[config.mk]
export PLATFORM = sky130hd
export DESIGN_NAME = ascii_write_arbiter_flat
export DESIGN_NICKNAME = d
export VERILOG_FILES = /design/src/rtl/ascii_write_arbiter_if.sv /design/src/rtl/ascii_write_arbiter.sv /design/src/flat_wrapper.sv
export SDC_FILE = /design/constraint.sdc
export NUM_CORES = 1
export LEC_CHECK = 0
export BUFFER_PORTS_ARGS = -buffer_cell sky130_fd_sc_hd__buf_2
export CORE_MARGIN = 4
export CORE_UTILIZATION = 60
export CTS_CLUSTER_DIAMETER = 50
export DETAILED_ROUTE_END_ITERATION = 7
export PLACE_DENSITY = 0.91
export SYNTH_ARGS = -nofsm -noshare
export SYNTH_HDL_FRONTEND = slang
export SYNTH_SLANG_ARGS = --single-unit
[constraint.sdc]
create_clock -name clk -period 5.9 [get_ports clk]
set_clock_uncertainty 0.15 [all_clocks]
set_input_delay 1.18 -clock clk [delete_from_list [all_inputs] [get_ports clk]]
set_output_delay 1.18 -clock clk [all_outputs]
set_load 0.01 [all_outputs]
[src/rtl/ascii_write_arbiter_if.sv]
// Requester handshakes, drain control and text-buffer write port of ascii_write_arbiter.
// The master modport is the requester side. The slave modport is the arbiter itself.
interface ascii_write_arbiter_if #(
    parameter int ADDR_W = 13,
    parameter int DATA_W = 32
);
    logic              cpu_valid;
    logic              cpu_ready;
    logic [ADDR_W-1:0] cpu_addr;
    logic [DATA_W-1:0] cpu_data;
    logic              dbg_valid;
    logic              dbg_ready;
    logic [ADDR_W-1:0] dbg_addr;
    logic [DATA_W-1:0] dbg_data;
    logic              drain;
    logic              drained;
    logic              ascii_write_en;
    logic [ADDR_W-1:0] ascii_write_address;
    logic [DATA_W-1:0] ascii_input;
    logic              addr_err;
    logic [15:0]       cpu_wr_count;
    logic [15:0]       dbg_wr_count;

    modport master (
        output cpu_valid, cpu_addr, cpu_data, dbg_valid, dbg_addr, dbg_data, drain,
        input  cpu_ready, dbg_ready, drained, ascii_write_en, ascii_write_address,
               ascii_input, addr_err, cpu_wr_count, dbg_wr_count
    );

    modport slave (
        input  cpu_valid, cpu_addr, cpu_data, dbg_valid, dbg_addr, dbg_data, drain,
        output cpu_ready, dbg_ready, drained, ascii_write_en, ascii_write_address,
               ascii_input, addr_err, cpu_wr_count, dbg_wr_count
    );
endinterface

[src/rtl/ascii_write_arbiter.sv]
// Shares the text-buffer write port between the CPU store path and the debug dump FSM.
// Optional per-source write counters are built when ARB_WRITE_COUNT_EN is defined.
module ascii_write_arbiter #(
    parameter int ADDR_W       = 13,
    parameter int DATA_W       = 32,
    parameter int FIFO_DEPTH   = 4,
    parameter int STARVE_LIMIT = 8,
    parameter int MAX_CELLS    = 4800
) (
    input  logic                 clk,
    input  logic                 rst,
    ascii_write_arbiter_if.slave bus
);
    localparam int AW = $clog2(FIFO_DEPTH);
    localparam int PW = AW + 1;
    localparam int SW = $clog2(STARVE_LIMIT + 1);
    localparam logic [PW-1:0] PTR_MSB = {1'b1, {AW{1'b0}}};

    localparam logic [1:0] S_IDLE  = 2'd0;
    localparam logic [1:0] S_CPU   = 2'd1;
    localparam logic [1:0] S_DBG   = 2'd2;
    localparam logic [1:0] S_DRAIN = 2'd3;

    logic [ADDR_W-1:0] addr_mem [2][FIFO_DEPTH];
    logic [DATA_W-1:0] data_mem [2][FIFO_DEPTH];
    logic [PW-1:0]     wr_ptr   [2];
    logic [PW-1:0]     rd_ptr   [2];
    logic [ADDR_W-1:0] in_addr  [2];
    logic [DATA_W-1:0] in_data  [2];
    logic [1:0]        in_valid, empty, full, ready, push;

    logic [1:0]        state, state_next;
    logic [SW-1:0]     starve_cnt;
    logic              starved, grant_cpu, grant_dbg, sel, in_range, issue;
    logic [ADDR_W-1:0] pop_addr;
    logic [DATA_W-1:0] pop_data;

    logic              write_en_q, addr_err_q, drained_q;
    logic [ADDR_W-1:0] write_addr_q;
    logic [DATA_W-1:0] write_data_q;

    // Index 0 is the CPU FIFO, index 1 the debug FIFO.
    always_comb begin
        in_valid   = {bus.dbg_valid, bus.cpu_valid};
        in_addr[0] = bus.cpu_addr;
        in_addr[1] = bus.dbg_addr;
        in_data[0] = bus.cpu_data;
        in_data[1] = bus.dbg_data;
        empty      = '0;
        full       = '0;
        ready      = '0;
        push       = '0;
        for (int i = 0; i < 2; i++) begin
            empty[i] = (wr_ptr[i] == rd_ptr[i]);
            full[i]  = ((wr_ptr[i] ^ rd_ptr[i]) == PTR_MSB);
            ready[i] = rst && !full[i] && !bus.drain;
            push[i]  = in_valid[i] && ready[i];
        end
    end

    always_comb begin
        starved   = (starve_cnt >= SW'(STARVE_LIMIT));
        grant_dbg = !empty[1] && (empty[0] || starved);
        grant_cpu = !empty[0] && !grant_dbg;
        sel       = grant_dbg;
        pop_addr  = addr_mem[sel][rd_ptr[sel][AW-1:0]];
        pop_data  = data_mem[sel][rd_ptr[sel][AW-1:0]];
        in_range  = (32'(pop_addr) < 32'(MAX_CELLS));
        issue     = (grant_cpu || grant_dbg) && in_range;
    end

    // The state only tracks who was served. Grants come straight from FIFO status, so a lone push strobes two edges later.
    always_comb begin
        state_next = S_IDLE;
        if (bus.drain)
            state_next = S_DRAIN;
        else if (state == S_DRAIN)
            state_next = S_IDLE;
        else if (grant_dbg)
            state_next = S_DBG;
        else if (grant_cpu)
            state_next = S_CPU;
    end

    always_ff @(posedge clk) begin
        for (int i = 0; i < 2; i++) begin
            if (push[i]) begin
                addr_mem[i][wr_ptr[i][AW-1:0]] <= in_addr[i];
                data_mem[i][wr_ptr[i][AW-1:0]] <= in_data[i];
            end
        end
    end

    always_ff @(posedge clk or negedge rst) begin
        if (!rst) begin
            for (int i = 0; i < 2; i++) begin
                wr_ptr[i] <= '0;
                rd_ptr[i] <= '0;
            end
            state        <= S_IDLE;
            starve_cnt   <= '0;
            write_en_q   <= 1'b0;
            write_addr_q <= '0;
            write_data_q <= '0;
            addr_err_q   <= 1'b0;
            drained_q    <= 1'b0;
        end else begin
            for (int i = 0; i < 2; i++) begin
                if (push[i])
                    wr_ptr[i] <= wr_ptr[i] + PW'(1);
            end
            if (grant_cpu)
                rd_ptr[0] <= rd_ptr[0] + PW'(1);
            if (grant_dbg)
                rd_ptr[1] <= rd_ptr[1] + PW'(1);
            state <= state_next;
            if (grant_dbg)
                starve_cnt <= '0;
            else if (grant_cpu && !empty[1])
                starve_cnt <= starve_cnt + SW'(1);
            write_en_q <= issue;
            if (issue) begin
                write_addr_q <= pop_addr;
                write_data_q <= pop_data;
            end
            if ((grant_cpu || grant_dbg) && !in_range)
                addr_err_q <= 1'b1;
            // Empty FIFOs mean nothing is popped on this edge, so the strobe stage is clear next cycle.
            drained_q <= bus.drain && empty[0] && empty[1];
        end
    end

    assign bus.cpu_ready           = ready[0];
    assign bus.dbg_ready           = ready[1];
    assign bus.ascii_write_en      = write_en_q;
    assign bus.ascii_write_address = write_addr_q;
    assign bus.ascii_input         = write_data_q;
    assign bus.addr_err            = addr_err_q;
    assign bus.drained             = drained_q;

`ifdef ARB_WRITE_COUNT_EN
    logic [15:0] cpu_cnt, dbg_cnt;

    always_ff @(posedge clk or negedge rst) begin
        if (!rst) begin
            cpu_cnt <= '0;
            dbg_cnt <= '0;
        end else begin
            if (issue && grant_cpu)
                cpu_cnt <= cpu_cnt + 16'd1;
            if (issue && grant_dbg)
                dbg_cnt <= dbg_cnt + 16'd1;
        end
    end

    assign bus.cpu_wr_count = cpu_cnt;
    assign bus.dbg_wr_count = dbg_cnt;
`else
    assign bus.cpu_wr_count = '0;
    assign bus.dbg_wr_count = '0;
`endif
endmodule
[src/flat_wrapper.sv]
// flat-port wrapper written by rule: the top's interface ports become plain ports
module ascii_write_arbiter_flat 
#(
    parameter int ADDR_W       = 13,
    parameter int DATA_W       = 32,
    parameter int FIFO_DEPTH   = 4,
    parameter int STARVE_LIMIT = 8,
    parameter int MAX_CELLS    = 4800
)
  (clk, rst, bus_cpu_valid, bus_cpu_addr, bus_cpu_data, bus_dbg_valid, bus_dbg_addr, bus_dbg_data, bus_drain, bus_cpu_ready, bus_dbg_ready, bus_drained, bus_ascii_write_en, bus_ascii_write_address, bus_ascii_input, bus_addr_err, bus_cpu_wr_count, bus_dbg_wr_count);
  ascii_write_arbiter_if #(.ADDR_W(ADDR_W), .DATA_W(DATA_W)) bus_i ();
  input  logic clk;
  input  logic rst;
  input wire logic [$bits(bus_i.cpu_valid)-1:0] bus_cpu_valid;
  input wire logic [$bits(bus_i.cpu_addr)-1:0] bus_cpu_addr;
  input wire logic [$bits(bus_i.cpu_data)-1:0] bus_cpu_data;
  input wire logic [$bits(bus_i.dbg_valid)-1:0] bus_dbg_valid;
  input wire logic [$bits(bus_i.dbg_addr)-1:0] bus_dbg_addr;
  input wire logic [$bits(bus_i.dbg_data)-1:0] bus_dbg_data;
  input wire logic [$bits(bus_i.drain)-1:0] bus_drain;
  output wire logic [$bits(bus_i.cpu_ready)-1:0] bus_cpu_ready;
  output wire logic [$bits(bus_i.dbg_ready)-1:0] bus_dbg_ready;
  output wire logic [$bits(bus_i.drained)-1:0] bus_drained;
  output wire logic [$bits(bus_i.ascii_write_en)-1:0] bus_ascii_write_en;
  output wire logic [$bits(bus_i.ascii_write_address)-1:0] bus_ascii_write_address;
  output wire logic [$bits(bus_i.ascii_input)-1:0] bus_ascii_input;
  output wire logic [$bits(bus_i.addr_err)-1:0] bus_addr_err;
  output wire logic [$bits(bus_i.cpu_wr_count)-1:0] bus_cpu_wr_count;
  output wire logic [$bits(bus_i.dbg_wr_count)-1:0] bus_dbg_wr_count;
  assign bus_i.cpu_valid = bus_cpu_valid;
  assign bus_i.cpu_addr = bus_cpu_addr;
  assign bus_i.cpu_data = bus_cpu_data;
  assign bus_i.dbg_valid = bus_dbg_valid;
  assign bus_i.dbg_addr = bus_dbg_addr;
  assign bus_i.dbg_data = bus_dbg_data;
  assign bus_i.drain = bus_drain;
  assign bus_cpu_ready = bus_i.cpu_ready;
  assign bus_dbg_ready = bus_i.dbg_ready;
  assign bus_drained = bus_i.drained;
  assign bus_ascii_write_en = bus_i.ascii_write_en;
  assign bus_ascii_write_address = bus_i.ascii_write_address;
  assign bus_ascii_input = bus_i.ascii_input;
  assign bus_addr_err = bus_i.addr_err;
  assign bus_cpu_wr_count = bus_i.cpu_wr_count;
  assign bus_dbg_wr_count = bus_i.dbg_wr_count;
  ascii_write_arbiter #(.ADDR_W(ADDR_W), .DATA_W(DATA_W), .FIFO_DEPTH(FIFO_DEPTH), .STARVE_LIMIT(STARVE_LIMIT), .MAX_CELLS(MAX_CELLS)) u_core (.clk(clk), .rst(rst), .bus(bus_i));
endmodule
==> reports/qor.txt <==
drt drc: 0
Post-DP Area: 21200 sq um
First-pass DRT Iterations: 6
Final Hold Fails: 0
fin nets: 1670
WS Path Type: flip-flop to flip-flop
commonest cells after routing, fill and taps aside: 360 x edfxtp_1, 166 x mux2i_1, 155 x a311oi_1
Syn-to-layout area delta: 11.1%
Num CTS Buffers: 43
GP Congestion: 0.910
most common cell after layout, fill and taps aside: edfxtp_1
Setup TNS Final: 0 ns
met3 wire len: 7040 um
multi-input logic area: 7270 sq um
Arr. time, crit path: 5.65 ns
DIE HEIGHT: 192 um
top achievable clock speed: 187 MHz
sequential share of the synthesized area: 0.609
Initial Util: 0.608
Worst-path clk slew: 0.06 ns
Total GRT Usage: 0.283
fraction of layout cells with a size suffix above 1: 0.236
hold crit path type: flip-flop to flip-flop
maximum level of the CTS H-tree: 2
dpl hpwl: 31800 um
Max-Cap Viols: 0
Slew @ Worst Pin: 1.29 ns
Register Area: 12400 sq um
part of the cycle the worst path needs: 0.906
pin count of the biggest net entering global routing: 121
syn avg cell area: 13.6 sq um
top routing layer used: met5
critical path peak fanout: 46
Mapped Cells: 1495
Post-synth ARST share: 0.151
DIE WIDTH: 192 um
Clock Latency Late Sink: 0.56 ns
row count: 67
core area: 33500 sq um
Antenna Nets Post-Route: 0
Initial DRC Count: 2271
# setup viols final: 0
total setup buffers inserted after CTS: 0
grt total ovfl: 0
DP Worst Slack: 0.721 ns
TritonCTS clock tree: yes
mapped cell area: 20400 sq um
RSZ-0062 raised after global routing: false
filler instances: 2118
CP endpoint kind: flip-flop
PortBufs: 144
Root Buffer: clkbuf_16
status: completed
Synth Flop Type: edfxtp_1
WL/cell: 26.1 um
Longest Clk Path Bufs: 3
Total Wirelength: 53500 um
first-pass GRT wire length: 81100 um
clock sink count: 424
EDFF count, synth: 360
I/O pin count: 177
post-cts sizing count: 0
CTS hold repair buffers: 0
Final Util: 0.676
Synth cell types: 58
slew margin rel.: 0.141
design area: 22700 sq um
Final min period: 5.34 ns
Synth warnings: 0
die area: 37000 sq um
Metal-1 WL: 19300 um
max-slew violations: 0
initial antenna violation count: 10
routed wl met2: 25000 um
vias in the first global route: 13.9k
startpoint types: flip-flop
number of vias per cell: 7.08
CP required: 6.21 ns
Final WS setup: 0.556 ns
via count: 14.5k
Yosys reg bits: 424
worst paths after layout:
check / start / endpoint / slack [ns] / depth (start not counted)
setup / recovery: u_core.rd_ptr[4]$_DFFE_PN0P_ / u_core.bus.ascii_write_address[12]$_DFFE_PN0P_ / 0.56 / 8
hold / removal: u_core.bus.addr_err$_DFFE_PN0P_ / u_core.bus.addr_err$_DFFE_PN0P_ / 0.32 / 1
setup reg to reg: u_core.rd_ptr[4]$_DFFE_PN0P_ / u_core.bus.ascii_write_address[12]$_DFFE_PN0P_ / 0.56 / 8
hold reg to reg: u_core.bus.addr_err$_DFFE_PN0P_ / u_core.bus.addr_err$_DFFE_PN0P_ / 0.32 / 1
max in group asynchronous: rst / u_core.rd_ptr[3]$_DFFE_PN0P_ / 4.17 / 2
min in group asynchronous: rst / u_core.bus.ascii_write_address[7]$_DFFE_PN0P_ / 0.75 / 2
layer usage:
layer | global-route usage | up-vias
met3 | 0.0774 | 201
li1 | - | 6112
met2 | 0.452 | 1112
met4 | 0.0971 | 14
met1 | 0.380 | 7058
met5 | 0 | -
worst max-delay path, stage by stage (launching register included):
cell and delay (ns):
dfrtp_1 0.71, xnor2_4 1.01, buf_4 0.63, a311oi_1 0.21
a211oi_2 0.57, o21a_1 1.07, nor2_1 0.27, nor3_1 0.39
a2bb2oi_1 0.20
registers in the layout (all words and copies together), names as in the netlist:
signal                          cells
u_core.addr_mem                   104
u_core.starve_cnt                   4
u_core.bus.ascii_write_address     13
u_core.data_mem                   256
u_core.rd_ptr                       6
u_core.bus.drained                  1
u_core.bus.ascii_write_en           1
u_core.wr_ptr                       6
u_core.bus.ascii_input             32
u_core.bus.addr_err                 1
through the flow:
step / instances / hold slack (ns)
floorplan: 1526 / 0.312
global placement: 1966 / 0.306
detailed placement: 1966 / 0.307
CTS: 2044 / 0.321
global route: 2046 / 0.355
finish: 2049 / 0.317
cell usage after synthesis, types with 2 or more instances:
master / count / share of area
inv_1: 13 / 0.0024
xor2_1: 5 / 0.0021
mux4_2: 4 / 0.0044
xnor2_1: 11 / 0.0047
buf_2: 22 / 0.0054
nor4_1: 80 / 0.025
dfrtp_1: 64 / 0.079
buf_6: 3 / 0.0017
nor3_1: 29 / 0.0071
or2_1: 2 / 0.00061
o21ai_0: 16 / 0.0039
nor2_1: 51 / 0.0094
a211oi_2: 2 / 0.0012
a211oi_1: 2 / 0.00074
a311oi_1: 155 / 0.067
or3_1: 3 / 0.00092
o211ai_1: 43 / 0.016
o221ai_1: 3 / 0.0013
ha_1: 12 / 0.0074
buf_1: 18 / 0.0033
a31o_1: 2 / 0.00086
a31oi_1: 5 / 0.0015
o311ai_0: 2 / 0.00086
mux2_2: 84 / 0.046
o2111ai_1: 2 / 0.00086
buf_4: 36 / 0.013
nand2_1: 53 / 0.0098
a21oi_1: 5 / 0.0012
and3_1: 11 / 0.0034
clkbuf_1: 102 / 0.019
o21a_1: 2 / 0.00074
o21bai_1: 39 / 0.014
edfxtp_1: 360 / 0.53
mux2i_1: 166 / 0.081
and2_1: 2 / 0.00061
nand4_1: 2 / 0.00061
o22ai_1: 39 / 0.012
o31ai_1: 2 / 0.00074
nor3_2: 17 / 0.0083
nand3_1: 8 / 0.0020
logic make-up after synthesis:
kind of cell,synth area share
other cells,0.000184
flops,0.609
mux,0.132
xor+xnor,0.00902
simple gates,0.0685
buf+inv,0.0455
fa+ha+maj,0.00736
compound gates,0.128
area by class of cell:
type | instances | area share
flip-flops and latches | 424 | 0.548
multi-input cells | 907 | 0.321
clock buffers | 47 | 0.0482
repair buffers | 174 | 0.0418
well taps | 448 | 0.0247
clock inverters | 31 | 0.0133
inverters | 13 | 0.00215
diodes | 5 | 0.000552
Power is not shown: default switching activity piles up to over one toggle a cycle in this logic, so the estimate is an artifact.
